**src/rtl/cmp_iter_pkg.sv**
```systemverilog
// Shared encodings for the iterative branch comparator: condition codes,
// result levels, FSM states and the condition-to-result mapping.
package cmp_iter_pkg;

  typedef enum logic [1:0] {
    ST_IDLE = 2'b00,
    ST_BUSY = 2'b01,
    ST_DONE = 2'b10
  } state_e;

  localparam logic [2:0] CMP_OP_EQ  = 3'b000;
  localparam logic [2:0] CMP_OP_NE  = 3'b001;
  localparam logic [2:0] CMP_OP_LT  = 3'b100;
  localparam logic [2:0] CMP_OP_GE  = 3'b101;
  localparam logic [2:0] CMP_OP_LTU = 3'b110;
  localparam logic [2:0] CMP_OP_GEU = 3'b111;

  localparam logic CMP_TRUE  = 1'b1;
  localparam logic CMP_FALSE = 1'b0;

  function automatic logic op_is_signed(input logic [2:0] op);
    return (op == CMP_OP_LT) || (op == CMP_OP_GE);
  endfunction

  // Reserved codes 010/011 fall through to CMP_FALSE.
  function automatic logic cmp_result(input logic [2:0] op, input logic eq,
                                      input logic lt);
    case (op)
      CMP_OP_EQ:              return eq;
      CMP_OP_NE:              return ~eq;
      CMP_OP_LT, CMP_OP_LTU:  return lt;
      CMP_OP_GE, CMP_OP_GEU:  return ~lt;
      default:                return CMP_FALSE;
    endcase
  endfunction

endpackage

```
**src/rtl/cmp_iter_if.sv**
```systemverilog
// Request/result handshake between a pipeline stage and the iterative comparator.
interface cmp_iter_if #(parameter int WIDTH = 32);
  logic             start;
  logic             flush;
  logic [WIDTH-1:0] arg0;
  logic [WIDTH-1:0] arg1;
  logic [2:0]       op;
  logic             ready;
  logic             done;
  logic             true;

  modport master (output start, flush, arg0, arg1, op,
                  input  ready, done, true);
  modport slave  (input  start, flush, arg0, arg1, op,
                  output ready, done, true);
endinterface

```
**src/rtl/cmp_iter_slice.sv**
```systemverilog
// Combinational SLICE-bit compare; signed_msb_i flips the top bit so the
// unsigned magnitude compare orders two's-complement values.
module cmp_iter_slice #(
  parameter int SLICE = 8
) (
  input  logic [SLICE-1:0] a_i,
  input  logic [SLICE-1:0] b_i,
  input  logic             signed_msb_i,
  output logic             eq_o,
  output logic             lt_o
);

  logic [SLICE-1:0] flip;

  always_comb begin
    flip            = '0;
    flip[SLICE-1]   = signed_msb_i;
  end

  assign eq_o = (a_i == b_i);
  assign lt_o = ((a_i ^ flip) < (b_i ^ flip));

endmodule

```
**src/rtl/cmp_iter.sv**
```systemverilog
// Iterative branch comparator: walks the operands MSB slice first and
// stops at the first differing slice.
//
// state | meaning
// IDLE  | waiting for start, ready=1
// BUSY  | comparing slice idx, ready=0
// DONE  | result valid for one cycle, ready=1 (may accept next start)
module cmp_iter
  import cmp_iter_pkg::*;
#(
  parameter int WIDTH = 32,
  parameter int SLICE = 8
) (
  input  logic     clk,
  input  logic     reset_n,
  cmp_iter_if.slave bus
);

  localparam int NSLICE = WIDTH / SLICE;
  localparam int IDXW   = (NSLICE > 1) ? $clog2(NSLICE) : 1;
  localparam logic [IDXW-1:0] IDX_LAST = IDXW'(NSLICE - 1);

  state_e           state_q, state_d;
  logic [IDXW-1:0]  idx_q, idx_d;
  logic [WIDTH-1:0] a_q, a_d, b_q, b_d;
  logic [2:0]       op_q, op_d;
  logic             true_q, true_d;

  logic sl_eq, sl_lt, sl_signed;

  // Operands shift left each BUSY step, so the active slice is always on top.
  assign sl_signed = op_is_signed(op_q) && (idx_q == '0);

  cmp_iter_slice #(.SLICE(SLICE)) u_slice (
    .a_i          (a_q[WIDTH-1 -: SLICE]),
    .b_i          (b_q[WIDTH-1 -: SLICE]),
    .signed_msb_i (sl_signed),
    .eq_o         (sl_eq),
    .lt_o         (sl_lt)
  );

  always_ff @(posedge clk) begin
    if (!reset_n) begin
      state_q <= ST_IDLE;
      idx_q   <= '0;
      a_q     <= '0;
      b_q     <= '0;
      op_q    <= '0;
      true_q  <= CMP_FALSE;
    end else begin
      state_q <= state_d;
      idx_q   <= idx_d;
      a_q     <= a_d;
      b_q     <= b_d;
      op_q    <= op_d;
      true_q  <= true_d;
    end
  end

  always_comb begin
    state_d = state_q;
    idx_d   = idx_q;
    a_d     = a_q;
    b_d     = b_q;
    op_d    = op_q;
    true_d  = true_q;

    case (state_q)
      ST_IDLE: begin
        if (bus.start && !bus.flush) begin
          state_d = ST_BUSY;
          idx_d   = '0;
          a_d     = bus.arg0;
          b_d     = bus.arg1;
          op_d    = bus.op;
        end
      end

      ST_BUSY: begin
        if (bus.flush) begin
          state_d = ST_IDLE;
          idx_d   = '0;
        end else if (!sl_eq) begin
          state_d = ST_DONE;
          true_d  = cmp_result(op_q, 1'b0, sl_lt);
        end else if (idx_q == IDX_LAST) begin
          state_d = ST_DONE;
          true_d  = cmp_result(op_q, 1'b1, 1'b0);
        end else begin
          idx_d   = idx_q + IDXW'(1);
          a_d     = a_q << SLICE;
          b_d     = b_q << SLICE;
        end
      end

      ST_DONE: begin
        if (bus.flush) begin
          state_d = ST_IDLE;
          idx_d   = '0;
        end else if (bus.start) begin
          state_d = ST_BUSY;
          idx_d   = '0;
          a_d     = bus.arg0;
          b_d     = bus.arg1;
          op_d    = bus.op;
        end else begin
          state_d = ST_IDLE;
        end
      end

      default: begin
        state_d = ST_IDLE;
        idx_d   = '0;
      end
    endcase
  end

  assign bus.ready = (state_q == ST_IDLE) || (state_q == ST_DONE);
  assign bus.done  = (state_q == ST_DONE);
  assign bus.true  = true_q;

endmodule

```
**src/flat_wrapper.sv**
```systemverilog
// flat-port wrapper written by rule: the top's interface ports become plain ports
module cmp_iter_flat import cmp_iter_pkg::*;
#(
  parameter int WIDTH = 32,
  parameter int SLICE = 8
)
  (clk, reset_n, bus_start, bus_flush, bus_arg0, bus_arg1, bus_op, bus_ready, bus_done, bus_true);
  cmp_iter_if #(.WIDTH(WIDTH)) bus_i ();
  input  logic clk;
  input  logic reset_n;
  input wire logic [$bits(bus_i.start)-1:0] bus_start;
  input wire logic [$bits(bus_i.flush)-1:0] bus_flush;
  input wire logic [$bits(bus_i.arg0)-1:0] bus_arg0;
  input wire logic [$bits(bus_i.arg1)-1:0] bus_arg1;
  input wire logic [$bits(bus_i.op)-1:0] bus_op;
  output wire logic [$bits(bus_i.ready)-1:0] bus_ready;
  output wire logic [$bits(bus_i.done)-1:0] bus_done;
  output wire logic [$bits(bus_i.true)-1:0] bus_true;
  assign bus_i.start = bus_start;
  assign bus_i.flush = bus_flush;
  assign bus_i.arg0 = bus_arg0;
  assign bus_i.arg1 = bus_arg1;
  assign bus_i.op = bus_op;
  assign bus_ready = bus_i.ready;
  assign bus_done = bus_i.done;
  assign bus_true = bus_i.true;
  cmp_iter #(.WIDTH(WIDTH), .SLICE(SLICE)) u_core (.clk(clk), .reset_n(reset_n), .bus(bus_i));
endmodule
```
**config.mk**
```make
export PLATFORM = sky130hd
export DESIGN_NAME = cmp_iter_flat
export DESIGN_NICKNAME = d
export VERILOG_FILES = /design/src/rtl/cmp_iter_pkg.sv /design/src/rtl/cmp_iter_if.sv /design/src/rtl/cmp_iter_slice.sv /design/src/rtl/cmp_iter.sv /design/src/flat_wrapper.sv
export SDC_FILE = /design/constraint.sdc
export NUM_CORES = 1
export LEC_CHECK = 0
export BUFFER_PORTS_ARGS = -buffer_cell sky130_fd_sc_hd__clkbuf_2
export CAP_MARGIN = 10
export CORE_MARGIN = 10
export CORE_UTILIZATION = 43
export CTS_BUF_LIST = sky130_fd_sc_hd__clkbuf_16
export CTS_CLUSTER_SIZE = 12
export DETAILED_ROUTE_END_ITERATION = 16
export PLACE_DENSITY = 0.72
export SLEW_MARGIN = 20
export SYNTH_ARGS = -nofsm -noshare
export SYNTH_HDL_FRONTEND = slang
export SYNTH_HIERARCHICAL = 1
export SYNTH_SLANG_ARGS = --single-unit
```
**constraint.sdc**
```tcl
create_clock -name clk -period 4.6 [get_ports clk]
set_clock_uncertainty 0.1 [all_clocks]
set_input_delay 0.23 -clock clk [delete_from_list [all_inputs] [get_ports clk]]
set_output_delay 0.23 -clock clk [all_outputs]
set_load 0.02 [all_outputs]
```
# Word level (Yosys, flattened, before mapping)
# Cells that the tools add are included.
# totals
regBits	72
latch_bits	0
ramBits	0
romBits	0
out_inout_bits	3
mem_count	0
# op_classes
n_addsub	1
multipliers	0
n_div	0
order_cmp	1
eq_ne	20
n_shift	0
mux	36
bitwise	4
n_reduce_logical	18
# op_table
op	count
$mux 32	12
$pmux 32 s3	2
$mux 2	11
$xor 8x8->8	2
$eq 3x3->1 const B	4
$pmux 2 s3	2
$ne 2x2->1 const B	5
$mux 3	3
$eq 8x8->1	1
$lt 8x8->1	1
$reduce_and 4->1	2
$reduce_and 7->1	1
$ne 3x3->1 const B	2
$pmux 3 s2	1
$eq 2x2->1 const B	2
$logic_not 2->1	2
$mux 1	4
$ne 2x1->1 const B	2
$ne 4x4->1 const B	1
$reduce_or 2->1	2
$eq 3x1->1 const B	1
$logic_not 3->1	1
$ne 3x2->1 const B	1
$pmux 1 s3	1
11 further kinds	14

# Logic depth before layout (Yosys ltp)
# logic_depth
depth_word	8
mapped_depth	10
ltp_nobuf	10

# By module
# The synthesis kept the hierarchy.
# by_module_without_submodules
mod	instances	cells_per_inst	area_per_inst_um2
cmp_iter	1	336	3271.9
cmp_iter_slice	1	33	220.2

# Worst setup path after synthesis
# Ideal clock, no wire load.
# synth_path
path_type	flip-flop to flip-flop
startpoint	reg u_core.b_q[30]
endpoint	reg u_core.a_q[19]
t_arrival_ns	1.981
slack_ns	2.403
path_stages_with_launch	11
path_buffers	2
cell_sequence	dfxtp_1 -> inv_1 -> ha_1 -> nand2_1 -> nor4_1 -> and4bb_1 -> o21ba_1 -> buf_2 -> buf_2 -> nand2_1 -> o211a_1
# synth_via
elab_chain_len	3
# synth_lines
element	line	text
start: declaration	cmp_iter.sv:25	logic [WIDTH-1:0] a_q, a_d, b_q, b_d;
start signal: assignment	cmp_iter.sv:47	b_q <= '0;
start signal: assignment	cmp_iter.sv:54	b_q <= b_d;
$eq 8x8->1	cmp_iter_slice.sv:20	assign eq_o = (a_i == b_i);
net u_core.sl_eq	cmp_iter.sv:29	logic sl_eq, sl_lt, sl_signed;
$ne 2x1->1 (no line)	n/a	
$reduce_and 7->1 (no line)	n/a	
end signal: assignment	cmp_iter.sv:46	a_q <= '0;
end signal: assignment	cmp_iter.sv:53	a_q <= a_d;
end: declaration	cmp_iter.sv:25	
# The timed path passes the listed nets, and every way through them passes these cells.
# A chain may end at the register's enable or synchronous reset.

# Worst setup path in the final report
# layout_path
startpoint	reg u_core.b_q[29]
endpoint	reg u_core.a_q[30]
# Same word-level chain as after synthesis.

==> impl_metrics.toml <==
[outcome]
run_status = "finished clean"

[global_routing]
via_count_of_the_first_global_routing_pass = 2663
first_pass_grt_wire_length_mm = 12.8
grt_max_degree = 98
antenna_found_initial = 0
grt-ovfl-total = 0
grtUsageTotal = 0.131

[final_layout]
flow.area_growth_from_synthesis_pct = 19.4
total_inserted_antenna_cells = 0
final_net_count = 504
final_cell_count_no_fill = 531
layout-drive-gt1-share = 0.212

[clock_network]
clockBufferDepth = 2
cts_setup_buffers = 0
post_cts_resize_count = 0
cts.htree.levels = 3
cts_hold_buf = 0
worst_skew_pair.late_latency_ns = 0.32
clock_tree.root_cell = "sky130_fd_sc_hd__clkbuf_16"
cts_made_buffers = 9
clock_transition_at_the_register_clock_pins_on_the_worst_setup_and_hold_paths_after_cts_ns = 0.05
tritoncts = "built"
clock-sinks = 72

[power_and_ir_drop]
vdd.ir_drop.worst_mv = 0.193
power.leakage_nw = 2.48
power_density_nw_per_um2 = 383

[setup_path]
critical_path.endpoint = "u_core/a_q[30]$_SDFFE_PN0P_"
required_ns = 4.71
critical_path.endpoint_type = "register"
reg2regPathDepth = 9
cp-start-kind = "register"
timing.critical_path.arrival_ns = 3.08
timing.setup.critical_path_class = "register to register"
regToRegSetupSlack_ns = 1.63
path_max_fanout = 60
regToRegStartpoint = "u_core/b_q[29]$_SDFFE_PN0P_"
destination_of_the_worst_register_to_register_timing_path = "u_core/a_q[30]$_SDFFE_PN0P_"
crit_path_start = "u_core/b_q[29]$_SDFFE_PN0P_"

[timing]
final.setup.tns_ns = 0
setup_viol = 0
fmax_ghz = 0.337
grt_setup_unrepaired = "no"
share_of_the_clock_period_used_by_the_worst_path_after_layout = 0.645
timing.slew.headroom = 0.323
period_needed_ns = 2.97
timing_hold_violations_final = 0
final-max-slew-violation-count = 0
worst_pin_slew_ns = 1.02
holdWs_ns = 0.0411
layout_setup_ws_ns = 1.63

[floorplan]
die_w_um = 110
floorplan.rows = 32
start_util = 0.447
die_h_um = 110
floorplan.die_area_sq_um = 12100
boundaryPins = 74
core_area_sq_um = 7810

[yosys]
syn-mean-instance-area_sq_um = 9.46
synth-edff-count = 0
share_of_yosys_cell_area_claimed_by_the_top_area_cell_type = 0.413
synth.most_common_cell = "sky130_fd_sc_hd__dfxtp_1"
yosys_register_bits = 72
netlist_instances = 369
synthTopCellsByCount = "sky130_fd_sc_hd__dfxtp_1, sky130_fd_sc_hd__nand2_1, sky130_fd_sc_hd__mux2i_1"
ys_async_rst_share = 0
cell_type_with_the_highest_aggregate_area_in_the_netlist = "sky130_fd_sc_hd__dfxtp_1"
post_synth_main_area_contributors = "sky130_fd_sc_hd__dfxtp_1, sky130_fd_sc_hd__mux2i_1, sky130_fd_sc_hd__o211a_1"
synth.net_count = 449
yosysWarningCount = 6
synth_sequential_area_ratio = 0.413
synth.cell_area_sq_um = 3490
synth.lib_cells_used.distinct = 31
yosys_most_used_dff = "sky130_fd_sc_hd__dfxtp_1"

[drt]
detail-route-antenna-nets = 0
firstDrtPassIters = 5
routed_wl_mm = 7.99
remaining_drc_errors = 0
vias_per_cell = 5.24
mean_routed_wirelength_per_cell_um = 15.0
detailedRoute.firstIterationViolations = 112
route.vias.total = 2780

[placed_design]
post-place-cells = 514
port_buffers = 73
pre_cts_ws_ns = 1.53
place.gp.congestion = 0.854
detailed_place_hpwl_mm = 5.56

[worst_hold_path]
hold_path_class = "input pin to register"

[job]
count_of_maximum_capacitance_violations = 0
-- through the flow --
stage | util | power, mW | instance area, sq um
6_report | 0.534 | 1.60 | 4170
5_1_grt | 0.534 | 1.67 | 4170
4_1_cts | 0.531 | 1.62 | 4140
3_5_place_dp | 0.492 | 0.905 | 3840
2_1_floorplan | - | 0.847 | 3490
3_3_place_gp | 0.492 | 0.899 | 3840
-- flip-flops by register name, indices dropped and copies added, names as in the netlist --
| signal | count |
|---|---|
| u_core/idx_q | 2 |
| u_core/bus.true | 1 |
| u_core/b_q | 32 |
| u_core/a_q | 32 |
| u_core/state_q | 2 |
| u_core/op_q | 3 |
-- layout by cell type, fill, tap and decap left out, drive strengths merged, types with 3 or more instances in the layout --
cell     n
mux2i   53
inv     16
xnor2    3
nor3     3
a21oi    4
clkbuf  82
nand2   57
ha       9
nor2     4
nor2b    7
o21ai   17
dfxtp   72
nand3   34
o211a   48
-- worst min-delay path by stage --
stage                          startpoint                          to  cells past startpoint
6_report                      bus_arg1[1]  u_core/b_q[1]$_SDFFE_PN0P_                      3
5_1_grt                       bus_arg0[0]  u_core/a_q[0]$_SDFFE_PN0P_                      3
4_1_cts                       bus_arg0[4]  u_core/a_q[4]$_SDFFE_PN0P_                      3
3_5_place_dp   u_core/a_q[6]$_SDFFE_PN0P_  u_core/a_q[6]$_SDFFE_PN0P_                      2
3_3_place_gp   u_core/a_q[3]$_SDFFE_PN0P_  u_core/a_q[3]$_SDFFE_PN0P_                      2
2_1_floorplan                 bus_arg0[0]  u_core/a_q[0]$_SDFFE_PN0P_                      2
-- final cells by class --
cell class	instances	area (sq um)
clock buffers	9	225
flip-flops and latches	72	1440
fillers	731	3640
repair buffers	75	393
multi-input cells	253	1850
inverters	13	48.8
well taps	102	128
clock inverters	7	80.1
-- logic make-up (layout without fill, tap and decap cells) --
logic type               Yosys count  after routing  synth area share
AND/OR/NAND/NOR                  112            112             0.147
XOR/XNOR                           3              3           0.00753
AO/OA/AOI/OAI                     76             76             0.186
buffers and inverters             44            104            0.0634
adder cells (fa/ha/maj)            9              9            0.0322
multiplexers                      53             53             0.152
flip-flops                        72             72             0.413
-- per-layer routing --
layer	vias to the layer above	global-route usage	wire length (um)
met1	1301	0.166	3560
li1	1420	-	-
met5	-	0	0
met4	0	0.0275	23
met2	57	0.204	3850
met3	2	0.0551	548
-- report_power, final --
group	internal, mW	switching (mW)	total (mW)
Clock	0.465	0.237	0.702
Combinational	0.101	0.106	0.207
Sequential	0.665	0.0241	0.689
Total	1.23	0.367	1.60
-- critical path, stage by stage, from the launching register on --
cell	delay [ns]
sky130_fd_sc_hd__dfxtp_1	0.33
sky130_fd_sc_hd__inv_1	0.05
sky130_fd_sc_hd__ha_1	0.29
sky130_fd_sc_hd__nand2_1	0.08
sky130_fd_sc_hd__nor4_1	0.60
sky130_fd_sc_hd__and4bb_1	0.38
sky130_fd_sc_hd__o21ba_4	0.47
sky130_fd_sc_hd__buf_12	0.30
sky130_fd_sc_hd__nand2_1	0.11
sky130_fd_sc_hd__o211a_1	0.13
Power figures use the tool's default switching activity.
